$ cat src/rtl/ofl_pkg.sv
// Shared types and sizing helpers for the open free-list packet reader.
package ofl_pkg;

    function automatic int clog2(input int v);
        int r;
        int x;
        r = 0;
        x = v - 1;
        while (x > 0) begin
            r = r + 1;
            x = x >> 1;
        end
        return r;
    endfunction

    // Default geometry: 128-bit lines, 64 KB buffer, 128 B chunks
    localparam int OFL_RAM_W = 128;
    localparam int OFL_RAM_S = 64;
    localparam int OFL_CNK_S = 128;
    localparam int OFL_BPL   = OFL_RAM_W / 8;
    localparam int OFL_CN_W  = clog2(OFL_RAM_S * 1024 / OFL_CNK_S);
    localparam int OFL_MOD_W = clog2(OFL_BPL);

    typedef enum logic [1:0] {
        IDLE,
        LOAD,
        STREAM,
        REL
    } rd_state_t;

    // ceil(len / 2**lbpl) with a guard bit so len + BPL - 1 cannot wrap
    function automatic logic [31:0] pkt_lines(
        input logic [31:0] len,
        input int          lbpl
    );
        logic [32:0] s;
        s = {1'b0, len} + (33'd1 << lbpl) - 33'd1;
        s = s >> lbpl;
        return s[31:0];
    endfunction

    function automatic logic [31:0] pkt_mod(
        input logic [31:0] len,
        input int          lbpl
    );
        return len & ((32'd1 << lbpl) - 32'd1);
    endfunction

endpackage

$ cat src/rtl/ofl_desc_slice.sv
// One-entry descriptor register: head chunk, last-line byte count and
// the remaining-line counter for the packet in flight.
module ofl_desc_slice
    import ofl_pkg::*;
#(
    parameter int CN_W  = 9,
    parameter int LEN_W = 16,
    parameter int MOD_W = 4
) (
    input  logic             clk,
    input  logic             reset,
    input  logic             take,
    input  logic             pop,
    input  logic [CN_W-1:0]  desc_chunk,
    input  logic [LEN_W-1:0] desc_len,
    output logic [CN_W-1:0]  chunk,
    output logic [MOD_W-1:0] mod,
    output logic             last
);

    localparam int LW = LEN_W + 1;

    logic [LW-1:0]    remaining;
    logic [LW-1:0]    lines;
    logic [MOD_W-1:0] mod_d;
    logic [31:0]      lines_w;
    logic [31:0]      mod_w;

    assign lines_w = pkt_lines(32'(desc_len), MOD_W);
    assign mod_w   = pkt_mod(32'(desc_len), MOD_W);
    assign lines   = lines_w[LW-1:0];
    assign mod_d   = mod_w[MOD_W-1:0];

    always_ff @(posedge clk or posedge reset) begin
        if (reset) begin
            chunk     <= '0;
            mod       <= '0;
            remaining <= '0;
        end else if (take) begin
            chunk     <= desc_chunk;
            mod       <= mod_d;
            remaining <= lines;
        end else if (pop && (remaining != '0)) begin
            remaining <= remaining - LW'(1);
        end
    end

    assign last = (remaining == LW'(1));

endmodule

$ cat src/rtl/ofl_pkt_reader.sv
// Read-side initiator for the open free-list packet buffer.
// Define OFL_RD_DROP_EN to let desc_drop release a chain without reading it.
module ofl_pkt_reader
    import ofl_pkg::*;
#(
    parameter int RAM_W = 128,
    parameter int RAM_E = 0,
    parameter int RAM_S = 64,
    parameter int CNK_S = 128,
    parameter int LEN_W = 16,
    localparam int CN_W  = clog2(RAM_S * 1024 / CNK_S),
    localparam int MOD_W = clog2(RAM_W / 8),
    localparam int DW    = RAM_W + RAM_E
) (
    input  logic             clk,
    input  logic             reset,
    input  logic             desc_valid,
    output logic             desc_ready,
    input  logic [CN_W-1:0]  desc_chunk,
    input  logic [LEN_W-1:0] desc_len,
    input  logic             desc_drop,
    output logic [CN_W-1:0]  chunk_num,
    output logic             load_req,
    output logic             rel_req,
    input  logic             load_rel_ack,
    output logic             rden,
    input  logic [DW-1:0]    dout,
    output logic             out_valid,
    input  logic             out_ready,
    output logic [DW-1:0]    out_data,
    output logic             out_last,
    output logic [MOD_W-1:0] out_mod
);

    rd_state_t state;
    rd_state_t next;
    logic      accept;
    logic      skip;
    logic      last;

    assign desc_ready = (state == IDLE) && !reset;
    assign accept     = desc_valid && desc_ready;

`ifdef OFL_RD_DROP_EN
    assign skip = (desc_len == '0) || desc_drop;
`else
    logic unused_drop;
    assign unused_drop = desc_drop;
    assign skip        = (desc_len == '0);
`endif

    assign out_valid = (state == STREAM);
    assign rden      = out_valid && out_ready;
    assign out_last  = out_valid && last;
    assign out_data  = dout;

    ofl_desc_slice #(
        .CN_W  (CN_W),
        .LEN_W (LEN_W),
        .MOD_W (MOD_W)
    ) u_slice (
        .clk        (clk),
        .reset      (reset),
        .take       (accept),
        .pop        (rden),
        .desc_chunk (desc_chunk),
        .desc_len   (desc_len),
        .chunk      (chunk_num),
        .mod        (out_mod),
        .last       (last)
    );

    always_comb begin
        next = state;
        unique case (state)
            IDLE: begin
                if (accept) begin
                    next = skip ? REL : LOAD;
                end
            end
            LOAD: begin
                if (load_rel_ack) begin
                    next = STREAM;
                end
            end
            STREAM: begin
                if (rden && last) begin
                    next = REL;
                end
            end
            REL: begin
                if (load_rel_ack) begin
                    next = IDLE;
                end
            end
            default: next = IDLE;
        endcase
    end

    // Requests are flops so the buffer sees clean edges it can detect
    always_ff @(posedge clk or posedge reset) begin
        if (reset) begin
            state    <= IDLE;
            load_req <= 1'b0;
            rel_req  <= 1'b0;
        end else begin
            state    <= next;
            load_req <= (next == LOAD);
            rel_req  <= (next == REL);
        end
    end

endmodule

$ cat config.mk
export PLATFORM = sky130hd
export DESIGN_NAME = ofl_pkt_reader
export DESIGN_NICKNAME = d
export VERILOG_FILES = /design/src/rtl/ofl_pkg.sv /design/src/rtl/ofl_desc_slice.sv /design/src/rtl/ofl_pkt_reader.sv
export SDC_FILE = /design/constraint.sdc
export NUM_CORES = 1
export LEC_CHECK = 0
export ABC_AREA = 1
export ABC_CLOCK_PERIOD_IN_PS = 2800
export BUFFER_PORTS_ARGS = -buffer_cell sky130_fd_sc_hd__clkbuf_2
export CORE_AREA = 5 5 116 118
export CTS_CLUSTER_SIZE = 16
export DETAILED_ROUTE_END_ITERATION = 10
export DIE_AREA = 0 0 121 123
export PLACE_DENSITY = 0.75
export SYNTH_ARGS = -nofsm -noshare
export SYNTH_HDL_FRONTEND = slang
export SYNTH_SLANG_ARGS = --single-unit
$ cat constraint.sdc
create_clock -name clk -period 2.8 [get_ports clk]
set_input_delay 0.56 -clock clk [delete_from_list [all_inputs] [get_ports clk]]
set_output_delay 0.56 -clock clk [all_outputs]
set_load 0.02 [all_outputs]
Yosys cells after proc, flatten, opt, wreduce, memory -nomap -nowiden:

Cells that the tools add are included.

* word-level logic and storage cells: 34
* input bits: 159
* flip-flop bits (word level): 34

* eq/ne operators: 6
* reduce and logical (&&, ||, !) cells: 11
* $add $sub $neg: 3
* muxes and demuxes: 8

Operator list (number)
* two-way mux 17 bit: 2
* subtractor 21 x 1 -> 21 bit (second input constant): 1
* adder 16 x 5 -> 17 bit (second input constant): 1
* == test 17 x 1 -> 1 bit (second input constant): 1
* nonzero test 17 bit: 1
* subtractor 17 x 1 -> 17 bit (second input constant): 1
* zero test 16 bit: 1
* two-way mux 2 bit: 5
* case mux 2 bit (4 select lines): 1
* == test 2 bit (second input constant): 3
* logical AND 1 bit: 6
* == test 2 x 1 -> 1 bit (second input constant): 2
* zero test 2 bit: 1
* nonzero test 2 bit: 1
* zero test 1 bit: 1

Longest topological paths before layout:

* depth after elaboration: 6
* depth in mapped cells: 15
* mapped depth without buffers: 15

Hierarchy:

A second synthesis with hierarchy kept.

* cells, all modules: 472
* area total of the unflattened synthesis: 3296.9 µm²

By module, submodules not included
* ofl_desc_slice: cells an instance 302, times used 1, sequential area each 750.7 µm², area each 2034.5 µm²
* ofl_pkt_reader: cells an instance 170, times used 1, sequential area each 100.1 µm², area each 1262.5 µm²

Worst setup path before layout:

OpenSTA, ideal clock, no wires.

* path type: input-to-reg
* start point: in reset
* end point: reg u_slice.remaining[0]
* data arrival time: 1863 ps
* slack: 808 ps
* required time: 2671 ps
* stages: 6
* setup time: 129 ps
* cell sequence: nor3_1 > nand2_1 > buf_2 > clkbuf_1 > a31oi_1 > o21ai_0

* cells in the longest elaborated chain, start to end: 4
* elaborated cells between the ends (all ways): 5

RTL lines
* start, declared: line ofl_pkt_reader.sv:16 `input logic reset,`
* zero test 1 bit (no line) (*)
* logical AND 1 bit (*): line ofl_pkt_reader.sv:41 `assign desc_ready = (state == IDLE) && !reset;`
* logical AND 1 bit (*): line ofl_pkt_reader.sv:42 `assign accept = desc_valid && desc_ready;`
* two-way mux 17 bit / nonzero test 2 bit (equally long branches)
* end signal, assigned: line ofl_desc_slice.sv:42 `remaining <= lines;`
* end signal, assigned: line ofl_desc_slice.sv:44 `remaining <= remaining - LW'(1);`
* end, declared: line ofl_desc_slice.sv:23 `logic [LW-1:0] remaining;`

Every way passes the cells marked *; elsewhere a longest branch is shown, timed or not.
A chain may end at the register's enable or synchronous reset.

Final worst setup path:

* start point: reg u_slice.remaining[6]
* end point: out out_last

* cells in the longest elaborated chain, start to end: 2

RTL lines
* == test 17 x 1 -> 1 bit: line ofl_desc_slice.sv:48 `assign last = (remaining == LW'(1));`
* logical AND 1 bit: line ofl_pkt_reader.sv:54 `assign out_last = out_valid && last;`
* end, declared: line ofl_pkt_reader.sv:31 `output logic out_last,`

No other way between the ends.

==> results.txt <==
----------------------------------------------------
[Die]
  Width of the die ... 121 um
  Height of the die ... 123 um
  Site row count ... 41
  Area enclosed by the die boundary ... 14900 um2
  Initial core utilization ... 28.5%
  Area inside the core boundary ... 12400 um2
  Count of boundary I/O pins ... 306

[Critical path]
  Delay-heaviest family, CP ... simple AND/OR/NAND/NOR gates
  Critical Path RT ... 2240 ps
  Critical Path, Cell by Cell ... nor2_1 > nand3_1 > nor3_1 > nand3_1 > nor3_1 > clkbuf_2
  Highest fanout seen on the critical path ... 5
  Type of destination of the critical path ... output pin
  Max incr delay on CP ... 420 ps
  Startpoint class of the critical path ... flop
  Worst path slowest cell ... sky130_fd_sc_hd__dfrtp_1
  R2R setup slack ... 770 ps
  Reg2Reg Launch Point ... u_slice.remaining[6]
  Worst reg-to-reg path cell count ... 8
  Critical Path AT ... 1800 ps
  WS Path Type ... reg2out
  R2r endpoint ... u_slice.remaining[14]
  Critical path depth ... 6
  Worst Path Buf+Inv ... 1

[Routing]
  Vias per Instance ... 4.42
  DRC ... 0
  Number of detailed-routing iterations run before antenna repair ... 4
  Routed vias ... 2640
  Mean routed wirelength per cell ... 13.0 um
  Antenna violation net count after detailed routing ... 0
  Initial detailed-routing violation count ... 111
  Routed WL ... 7780 um

[Layout]
  Final Non-Filler Cells ... 597
  Fraction of final layout cells with drive strength greater than 1 ... 22.4%
  Antenna Diode Count ... 0
  Final core utilization ... 25.9%
  Number of nets in the layout ... 589
  Commonest non-fill, non-tap cell in the layout ... sky130_fd_sc_hd__nand2_1
  Area of all placed cells without fillers ... 3210 um2
  Most frequent cells in the layout ... sky130_fd_sc_hd__nand2_1 (105), sky130_fd_sc_hd__clkbuf_2 (48), sky130_fd_sc_hd__inv_1 (42)
  Area growth from synthesis to layout ... -9.01%

[Placed design]
  Routability cong. ... 0.827
  Detailed placer's ending HPWL ... 6000 um
  Count of port buffers added during placement ... 48
  Placed Area ... 3010 um2
  Instance count after placement with tap cells included ... 589

[Job]
  Total of max-cap violations ... 0

[Power]
  Total design power ... 2.70 mW
  Worst vdd ir ... 380 uV
  Reported leakage power ... 1.59 nW
  Power density over the cells ... 841 nW/um2

[Clock tree]
  CTS H-tree lvls ... 2
  Clock latency reported for the late side of the worst-skew pair ... 280 ps
  Total number of clock tree sinks ... 34
  Clk Tree Root Cell ... sky130_fd_sc_hd__clkbuf_16
  Post-CTS setup buffer count ... 0
  Post-CTS Hold Fix Bufs ... 0
  Clock input transition at the sequential cells of the worst setup and hold paths ... 60 ps
  CTS tree ... yes
  Number of buffers inserted during clock tree synthesis ... 5
  Longest Clk Path Bufs ... 2
  Post_cts resized ... 0

[Run status]
  Status ... finished, final reports clean

[Synthesis]
  Post-synth EDFFs ... 0
  Ys flop type ... sky130_fd_sc_hd__dfrtp_1
  Yosys warns ... 0
  Mean instance size in the synthesized netlist ... 7.05 um2
  Distinct cell type count of the synthesized netlist ... 37
  Sequential area share after synthesis ... 24.1%
  Ys async rst share ... 100%
  Post-synthesis instance area ... 3530 um2
  Number of cells produced by synthesis ... 500
  Flops & latches, synth ... 34
  Net count after synthesis ... 665

[Timing]
  Max Clock Skew ... 7.14 ps
  Slew Limit Fails ... 0
  Max Freq ... 424 MHz
  Final-report setup violation count ... 0
  Worst slew margin ... 54.9%
  Final sum of negative setup slack ... 0 ps
  Unrepaired setup endpoints after global routing ... false
  Final hold violation count ... 0
  Least-Margin Pin Slew ... 675 ps
  Time the final worst path needs with I/O delays and setup ... 2360 ps
  Fin crit share ... 84.2%

[Worst hold path]
  Worst min-delay path class ... in2async

[Global route]
  Antenna violations before repair ... 0
  Aggregate global-route resource usage ... 10.5%
  Met2 usage in global routing ... 18.0%
  Global-route congestion overflow total ... 0
  Routing layer with the top usage in global route ... met2
  Met3 Resource Use GR ... 3.80%
  Number of global-route vias before repair ... 2524
  First-pass GRT wire length ... 12600 um
  Pin count of the biggest net entering global routing ... 35
  Met1 GRT Util ... 11.0%

----------------------------------------------------
[power breakdown]
group / total, mW / internal, mW / leakage, nW / switching [mW]
clock network: 0.726 / 0.511 / 0.0940 / 0.214
registers: 0.874 / 0.713 / 0.413 / 0.161
logic: 1.10 / 0.389 / 1.08 / 0.708
total: 2.70 / 1.61 / 1.59 / 1.08
[stage by stage]
step	setup slack [ps]	hold slack (ps)
after global routing	263	434
after floorplan	808	487
final	443	376
after global placement	569	463
after detailed placement	517	468
after CTS	440	396
[flip-flops by register name (all words and copies together), names as in the netlist]
name	flops
u_slice.mod	4
state	2
u_slice.remaining	17
u_slice.chunk	9
load_req	1
rel_req	1
[routing by layer]
| layer | vias to the layer above | wire [um] |
|---|---|---|
| li1 | 1298 | - |
| met1 | 1178 | 2920 |
| met2 | 102 | 3820 |
| met3 | 62 | 640 |
| met4 | 0 | 404 |
| met5 | - | 0 |
[cells by family (layout without fill, tap and decap cells)]
group	after synthesis	count (layout)	share of synthesized area (%)
AOI/OAI and AO/OA	42	42	7.10
xor gates and xnor gates	12	12	2.98
adders and majority gates	6	6	2.13
buffers and inverters	181	106	33.3
DFF	34	34	24.1
and+or+nand+nor	225	225	30.4
[synth_stat cells, types with 3 or more instances]
cell | n | area share [%]
sky130_fd_sc_hd__a21oi_1 | 6 | 0.85
sky130_fd_sc_hd__a31oi_1 | 5 | 0.89
sky130_fd_sc_hd__buf_2 | 5 | 0.71
sky130_fd_sc_hd__buf_4 | 128 | 27
sky130_fd_sc_hd__dfrtp_1 | 34 | 24
sky130_fd_sc_hd__ha_1 | 6 | 2.1
sky130_fd_sc_hd__inv_1 | 42 | 4.5
sky130_fd_sc_hd__nand2_1 | 105 | 11
sky130_fd_sc_hd__nand2_2 | 16 | 2.8
sky130_fd_sc_hd__nand2_4 | 3 | 0.96
sky130_fd_sc_hd__nand3_1 | 28 | 4.0
sky130_fd_sc_hd__nand3_2 | 3 | 0.85
sky130_fd_sc_hd__nand4_1 | 7 | 1.2
sky130_fd_sc_hd__nor2_1 | 40 | 4.3
sky130_fd_sc_hd__nor2_2 | 3 | 0.53
sky130_fd_sc_hd__nor2_4 | 5 | 1.6
sky130_fd_sc_hd__nor3_1 | 7 | 0.99
sky130_fd_sc_hd__o211ai_1 | 3 | 0.64
sky130_fd_sc_hd__o21ai_0 | 15 | 2.1
sky130_fd_sc_hd__o21ai_1 | 3 | 0.43
sky130_fd_sc_hd__o21bai_1 | 3 | 0.64
sky130_fd_sc_hd__xor2_1 | 11 | 2.7
[worst max-delay path by stage]
| stage | from | end | slack (ps) |
|---|---|---|---|
| 2_1_floorplan | reset | u_slice.remaining[0] | 810 |
| 3_3_place_gp | desc_len[4] | u_slice.remaining[13] | 570 |
| 3_5_place_dp | desc_len[4] | u_slice.remaining[7] | 520 |
| 4_1_cts | u_slice.remaining[6] | out_last | 440 |
| 5_1_grt | u_slice.remaining[6] | out_last | 260 |
| 6_report | u_slice.remaining[6] | out_last | 440 |
[final cells by class]
| type | count | area (um2) |
|---|---|---|
| tap | 172 | 215 |
| multi-input combinational | 285 | 1500 |
| clock buffer | 5 | 125 |
| clock inverter | 3 | 68.8 |
| timing repair buffer | 53 | 278 |
| inverter | 45 | 169 |
| sequential | 34 | 851 |
| fill | 1389 | 9160 |
[worst min-delay path: cells and delay by family]
| kind | cells | cell delay, ps |
|---|---|---|
| buf+inv | 3 | 510 |
(Power assumes the default switching activity.)
